`src/rtl/present_pkg.sv`:
```
// present_pkg: shared PRESENT-80 widths, S-box, pLayer and FSM state type
package present_pkg;
  localparam int BLOCK_W = 64;
  localparam int KEY_W = 80;
  localparam int RC_W = 5;
  localparam logic [63:0] SBOX = 64'h21748FE3DA09B65C;
  typedef enum logic [1:0] {IDLE, RUN, FINAL} state_e;
  function automatic logic [3:0] sbox(input logic [3:0] x);
    return SBOX[{x, 2'b00} +: 4];
  endfunction
  function automatic logic [BLOCK_W-1:0] play(input logic [BLOCK_W-1:0] x);
    logic [BLOCK_W-1:0] y;
    y = '0;
    for (int i = 0; i < 63; i++) y[(16 * i) % 63] = x[i];
    y[63] = x[63];
    return y;
  endfunction
endpackage

```
`src/rtl/present_sbox_layer.sv`:
```
// present_sbox_layer: 16 parallel nibble S-boxes over a 64-bit block
module present_sbox_layer
  import present_pkg::*;
(
  input  logic [BLOCK_W-1:0] din,
  output logic [BLOCK_W-1:0] dout
);
  for (genvar n = 0; n < BLOCK_W / 4; n++) begin : g_sb
    assign dout[4*n +: 4] = sbox(din[4*n +: 4]);
  end
endmodule

```
`src/rtl/present80_enc_core.sv`:
```
// present80_enc_core: iterative one-round-per-clock PRESENT-80 encryptor
module present80_enc_core
  import present_pkg::*;
#(
  parameter int ROUNDS = 31
) (
  input  logic               clk,
  input  logic               rst,
  input  logic               start,
  input  logic [BLOCK_W-1:0] plaintext,
  input  logic [KEY_W-1:0]   key,
  output logic [BLOCK_W-1:0] ciphertext,
  output logic               busy,
  output logic               done
);
  state_e fsm_q, fsm_d;
  logic [RC_W-1:0] rc_q, rc_d;
  logic [BLOCK_W-1:0] state_q, state_d, ct_q, ct_d, sb_out;
  logic [KEY_W-1:0] key_q, key_d, k_rot, key_next;
  logic busy_q, busy_d, done_q, done_d;
  present_sbox_layer u_sbox (.din(state_q ^ key_q[79:16]), .dout(sb_out));
  always_comb begin
    k_rot = {key_q[18:0], key_q[79:19]};
    key_next = {sbox(k_rot[79:76]), k_rot[75:20], k_rot[19:15] ^ rc_q, k_rot[14:0]};
  end
  always_comb begin
    fsm_d = fsm_q;
    rc_d = rc_q;
    state_d = state_q;
    key_d = key_q;
    ct_d = ct_q;
    busy_d = busy_q;
    done_d = 1'b0;
    case (fsm_q)
      IDLE: if (start) begin
        state_d = plaintext;
        key_d = key;
        rc_d = RC_W'(1);
        busy_d = 1'b1;
        fsm_d = RUN;
      end
      RUN: begin
        state_d = play(sb_out);
        key_d = key_next;
        rc_d = rc_q + 1'b1;
        fsm_d = (rc_q == RC_W'(ROUNDS)) ? FINAL : RUN;
      end
      FINAL: begin
        ct_d = state_q ^ key_q[79:16];
        done_d = 1'b1;
        busy_d = 1'b0;
        fsm_d = IDLE;
      end
      default: fsm_d = IDLE;
    endcase
  end
  always_ff @(posedge clk) begin
    if (rst) begin
      fsm_q <= IDLE;
      rc_q <= '0;
      state_q <= '0;
      key_q <= '0;
      ct_q <= '0;
      busy_q <= 1'b0;
      done_q <= 1'b0;
    end else begin
      fsm_q <= fsm_d;
      rc_q <= rc_d;
      state_q <= state_d;
      key_q <= key_d;
      ct_q <= ct_d;
      busy_q <= busy_d;
      done_q <= done_d;
    end
  end
  assign ciphertext = ct_q;
  assign busy = busy_q;
  assign done = done_q;
endmodule
```
`config.mk`:
```
export PLATFORM = sky130hd
export DESIGN_NAME = present80_enc_core
export DESIGN_NICKNAME = d
export VERILOG_FILES = /design/src/rtl/present_pkg.sv /design/src/rtl/present_sbox_layer.sv /design/src/rtl/present80_enc_core.sv
export SDC_FILE = /design/constraint.sdc
export NUM_CORES = 1
export LEC_CHECK = 0
export ABC_AREA = 1
export BUFFER_PORTS_ARGS = -buffer_cell sky130_fd_sc_hd__clkbuf_2
export CORE_MARGIN = 5
export CORE_UTILIZATION = 55
export CTS_BUF_LIST = sky130_fd_sc_hd__clkbuf_16
export DETAILED_ROUTE_END_ITERATION = 8
export PLACE_DENSITY = 0.8
export SYNTH_ARGS = -nofsm -noshare
export SYNTH_HDL_FRONTEND = slang
export SYNTH_SLANG_ARGS = --single-unit
```
`constraint.sdc`:
```
create_clock -name clk -period 2.2 [get_ports clk]
set_input_delay 0.33 -clock clk [delete_from_list [all_inputs] [get_ports clk]]
set_output_delay 0.33 -clock clk [all_outputs]
set_load 0.05 [all_outputs]
```
==> summary by stage <==
Status
The run finished with clean final reports.

Detailed routing
The number of remaining DRC errors is 0. The initial DRC count is 1565. Dividing the detail-routed via count by the number of cells gives 5.697.

The number of detailed-routing iterations run before antenna repair is 6. The residual antenna-violating net count after detailed routing is 0. The final routed wire length divided by cell count is 18.08 um. The via total after detailed routing is 13590. For this block, the routed nets add up to 43140 um of wire.

Pwr
The analysis attributes to cell leakage a power of 7.284 nW. The power density over the cells is 801.0 nW/um^2. The worst supply voltage drop on vdd is 532.3 uV.

Finish
The top cell types in the final layout, fill and taps aside, are sky130_fd_sc_hd__nand2_1, sky130_fd_sc_hd__inv_1, sky130_fd_sc_hd__dfxtp_1. The flip-flop and latch area is 4344 um^2. The total inserted antenna cells is 0. Measured on the finished design, the core utilization comes to 64.95%. Cells with a size suffix above 1 make up 14.61% of the layout. Compared with the post-synthesis result, the final layout area differs by 17.34%. The number of inserted filler cells in the final layout is 2005. Leaving out fill and tap cells, the most frequent cell in the layout is sky130_fd_sc_hd__nand2_1. The number of nets in the final layout is 2286.

Summing all multi-input logic gate instances after layout gives 6810 um^2.

Clock network
The number of clock buffers added by TritonCTS is 24. TritonCTS built the clock tree. The clock passes through at most 3 buffers. The number of resized instances in the post-cts repair step is 0. In this run the post-CTS setup repair buffer count came out at 0. Hold repair after CTS inserted 0 buffers. After clock tree synthesis, the clock-pin slew on the worst setup and hold paths is 60 ps. The later-pin clock latency in the skew report is 530 ps. The tree is rooted in a sky130_fd_sc_hd__clkbuf_16.

The clock net sink count is 217. The H-tree level count is 1.

Global routing
The first global-routing pass estimated 65960 um of wire. For this run, the total global-route usage over all layers was measured as 31.64%. The number of antenna violations at the first check in global routing is 1.

Global routing finished with a remaining overflow of 0. Entering global routing, the biggest net connects 94 pins. The via count of the first global-routing pass is 12320.

Placed design
The HPWL after detailed placement is 31750 um. At the placement stage, the worst setup path has a slack of 139.4 ps. Buffers placed on the I/O ports in this run total 212. Routability-driven placement finished with a final weighted congestion of 0.9536.

Logic synthesis
Yosys mapped the design onto 33 distinct sky130hd cell types. The post-synthesis average cell area is 6.559 um^2. Sequential elements use 34.88% of the synthesized area. The post-synth net total is 2101. The number of synthesis warnings is 0. The number of standard cells after synthesis is 1899. In this run, synthesis produced a sequential element count of 217. The post-synthesis instance area is 12460 um^2.

Timing
The portion of the clock cycle consumed by the worst path in the final layout is 98.24%. The maximum frequency from static timing analysis is 462.7 MHz. The final critical-path setup slack is 38.73 ps. Hold is met by 70.64 ps.

The final critical path time including I/O delays and setup is 2161 ps. For the final routed database, the setup TNS stands at 0 ps. In this run the tightest slew margin relative to its limit is 37.83%. Setup repair after global routing left no endpoint under its margin. For the pin with the worst max-slew slack, the measured transition is 922.8 ps.

Setup violations remaining at the end of the flow were counted as 0. Clock skew on the completed layout was measured at 12.38 ps. The count of final max-slew check failures was 0. The final hold violation count is 0.

Worst setup path
The worst setup path is captured at a register. The highest fanout seen on the critical path is 34. The critical path goes through inv_1 > nand2_1 > nor2_4 > inv_2 > buf_4 > o21ai_0 > a21oi_1. The critical-path cell with the highest stage delay is sky130_fd_sc_hd__o21ai_0.

At the worst endpoint, the required time is 2580 ps. The category of the worst setup path launch point is a register. The largest stage delay on the critical path is 770 ps. STA puts the critical path data arrival time at 2540 ps. The kind of critical path is reg2reg. For the worst flop-to-flop path, the logic depth is 7.

Flow run
Across the run, the number of max-cap violations was 0.

Floorplan
The floorplan step set the die width to 160.5 um. The core box area is 22500 um^2. For this design the top-level I/O count stands at 213. The area of the die is 25760 um^2. The height of the die is 160.5 um.

The starting density of the core is 55.35%. The total number of placement rows is 55.

Hold path
The worst hold path was traced through 3 stages. The worst hold path belongs to the class in2reg.
-- metal layers --
| layer | track usage [%] | vias up | share of wire, % |
|---|---|---|---|
| met5 | 0 | - | 0 |
| met4 | 12.91 | 0 | 4.8 |
| met3 | 5.312 | 125 | 11 |
| met2 | 51.75 | 782 | 45 |
| met1 | 41.64 | 6137 | 40 |
| li1 | - | 6549 | - |
-- cell usage after synthesis --
cell	n	share of area (%)
sky130_fd_sc_hd__a211oi_1	2	0.12
sky130_fd_sc_hd__nand2_1	620	19
sky130_fd_sc_hd__nor3_1	1	0.040
sky130_fd_sc_hd__a31oi_1	8	0.40
sky130_fd_sc_hd__clkbuf_1	42	1.3
sky130_fd_sc_hd__nand3_1	130	5.2
sky130_fd_sc_hd__o311a_1	1	0.080
sky130_fd_sc_hd__buf_4	10	0.60
sky130_fd_sc_hd__or2_2	10	0.50
sky130_fd_sc_hd__nand2_2	2	0.10
sky130_fd_sc_hd__buf_6	3	0.27
sky130_fd_sc_hd__o211ai_1	39	2.4
sky130_fd_sc_hd__buf_1	7	0.21
sky130_fd_sc_hd__a21oi_1	170	6.8
sky130_fd_sc_hd__a221oi_1	1	0.070
sky130_fd_sc_hd__nor2_8	1	0.16
sky130_fd_sc_hd__nand4_1	3	0.15
sky130_fd_sc_hd__o22ai_1	13	0.65
sky130_fd_sc_hd__inv_1	228	6.9
sky130_fd_sc_hd__clkbuf_2	1	0.040
sky130_fd_sc_hd__o221ai_1	22	1.5
sky130_fd_sc_hd__inv_2	1	0.030
sky130_fd_sc_hd__xor2_1	9	0.63
sky130_fd_sc_hd__inv_4	1	0.050
sky130_fd_sc_hd__buf_2	31	1.2
sky130_fd_sc_hd__a22oi_1	25	1.5
sky130_fd_sc_hd__nor2_1	70	2.1
sky130_fd_sc_hd__o21ai_1	2	0.080
sky130_fd_sc_hd__xnor2_1	25	1.8
sky130_fd_sc_hd__o21bai_1	1	0.060
sky130_fd_sc_hd__dfxtp_1	217	35
sky130_fd_sc_hd__ha_1	55	5.5
sky130_fd_sc_hd__o21ai_0	148	5.9
-- final cells by class --
cell class                      count  share of cell area, %
Clock buffer                       25                  4.280
Clock inverter                     18                 0.7191
Inverter                          230                  5.933
Multi-Input combinational cell   1358                  46.60
Sequential cell                   217                  29.72
Tap cell                          285                  2.440
Timing Repair Buffer              253                  10.31
-- state kept, by name (all words and copies together), names as in the netlist --
register,cells
done,1
busy,1
rc_q,5
key_q,80
state_q,64
ciphertext,64
fsm_q,2
-- worst max-delay path, delay by kind of cell (launching register included) --
family / cells / cell delay, ps
flops: 1 / 360
simple gates: 2 / 310
compound gates: 2 / 920
buf+inv: 3 / 400
-- power by group --
group          switching (W)  leakage, nW  internal [W]
Combinational        0.00225         5.13       0.00118
Sequential          0.000259         1.78       0.00419
Clock                0.00167        0.377       0.00216
-- per-stage QoR --
step | area (um^2) | std cells | power (W)
detailed placement | 13880 | 2343 | 0.007840
CTS | 14620 | 2386 | 0.01162
global placement | 13880 | 2343 | 0.007755
global route | 14620 | 2386 | 0.01229
finish | 14620 | 2386 | 0.01171
floorplan | 12460 | 1899 | 0.006754
-- kinds of logic (layout without fill, tap and decap cells) --
family | Yosys count | after routing | synth area share, %
XOR/XNOR | 34 | 34 | 2.391
AND/OR/NAND/NOR | 837 | 837 | 26.97
flip-flops | 217 | 217 | 34.88
buffers and inverters | 324 | 526 | 10.59
adder cells (fa/ha/maj) | 55 | 55 | 5.525
AO/OA/AOI/OAI | 432 | 432 | 19.65
-- path summary, 6_finish.rpt --
check / start / to / slack, ps
max: fsm_q[0] / state_q[32] / 40
min: key[76] / key_q[76] / 70
max reg2reg: fsm_q[0] / state_q[32] / 40
min reg2reg: key_q[2] / key_q[2] / 470
No activity file was read; power rests on OpenSTA's default activity.
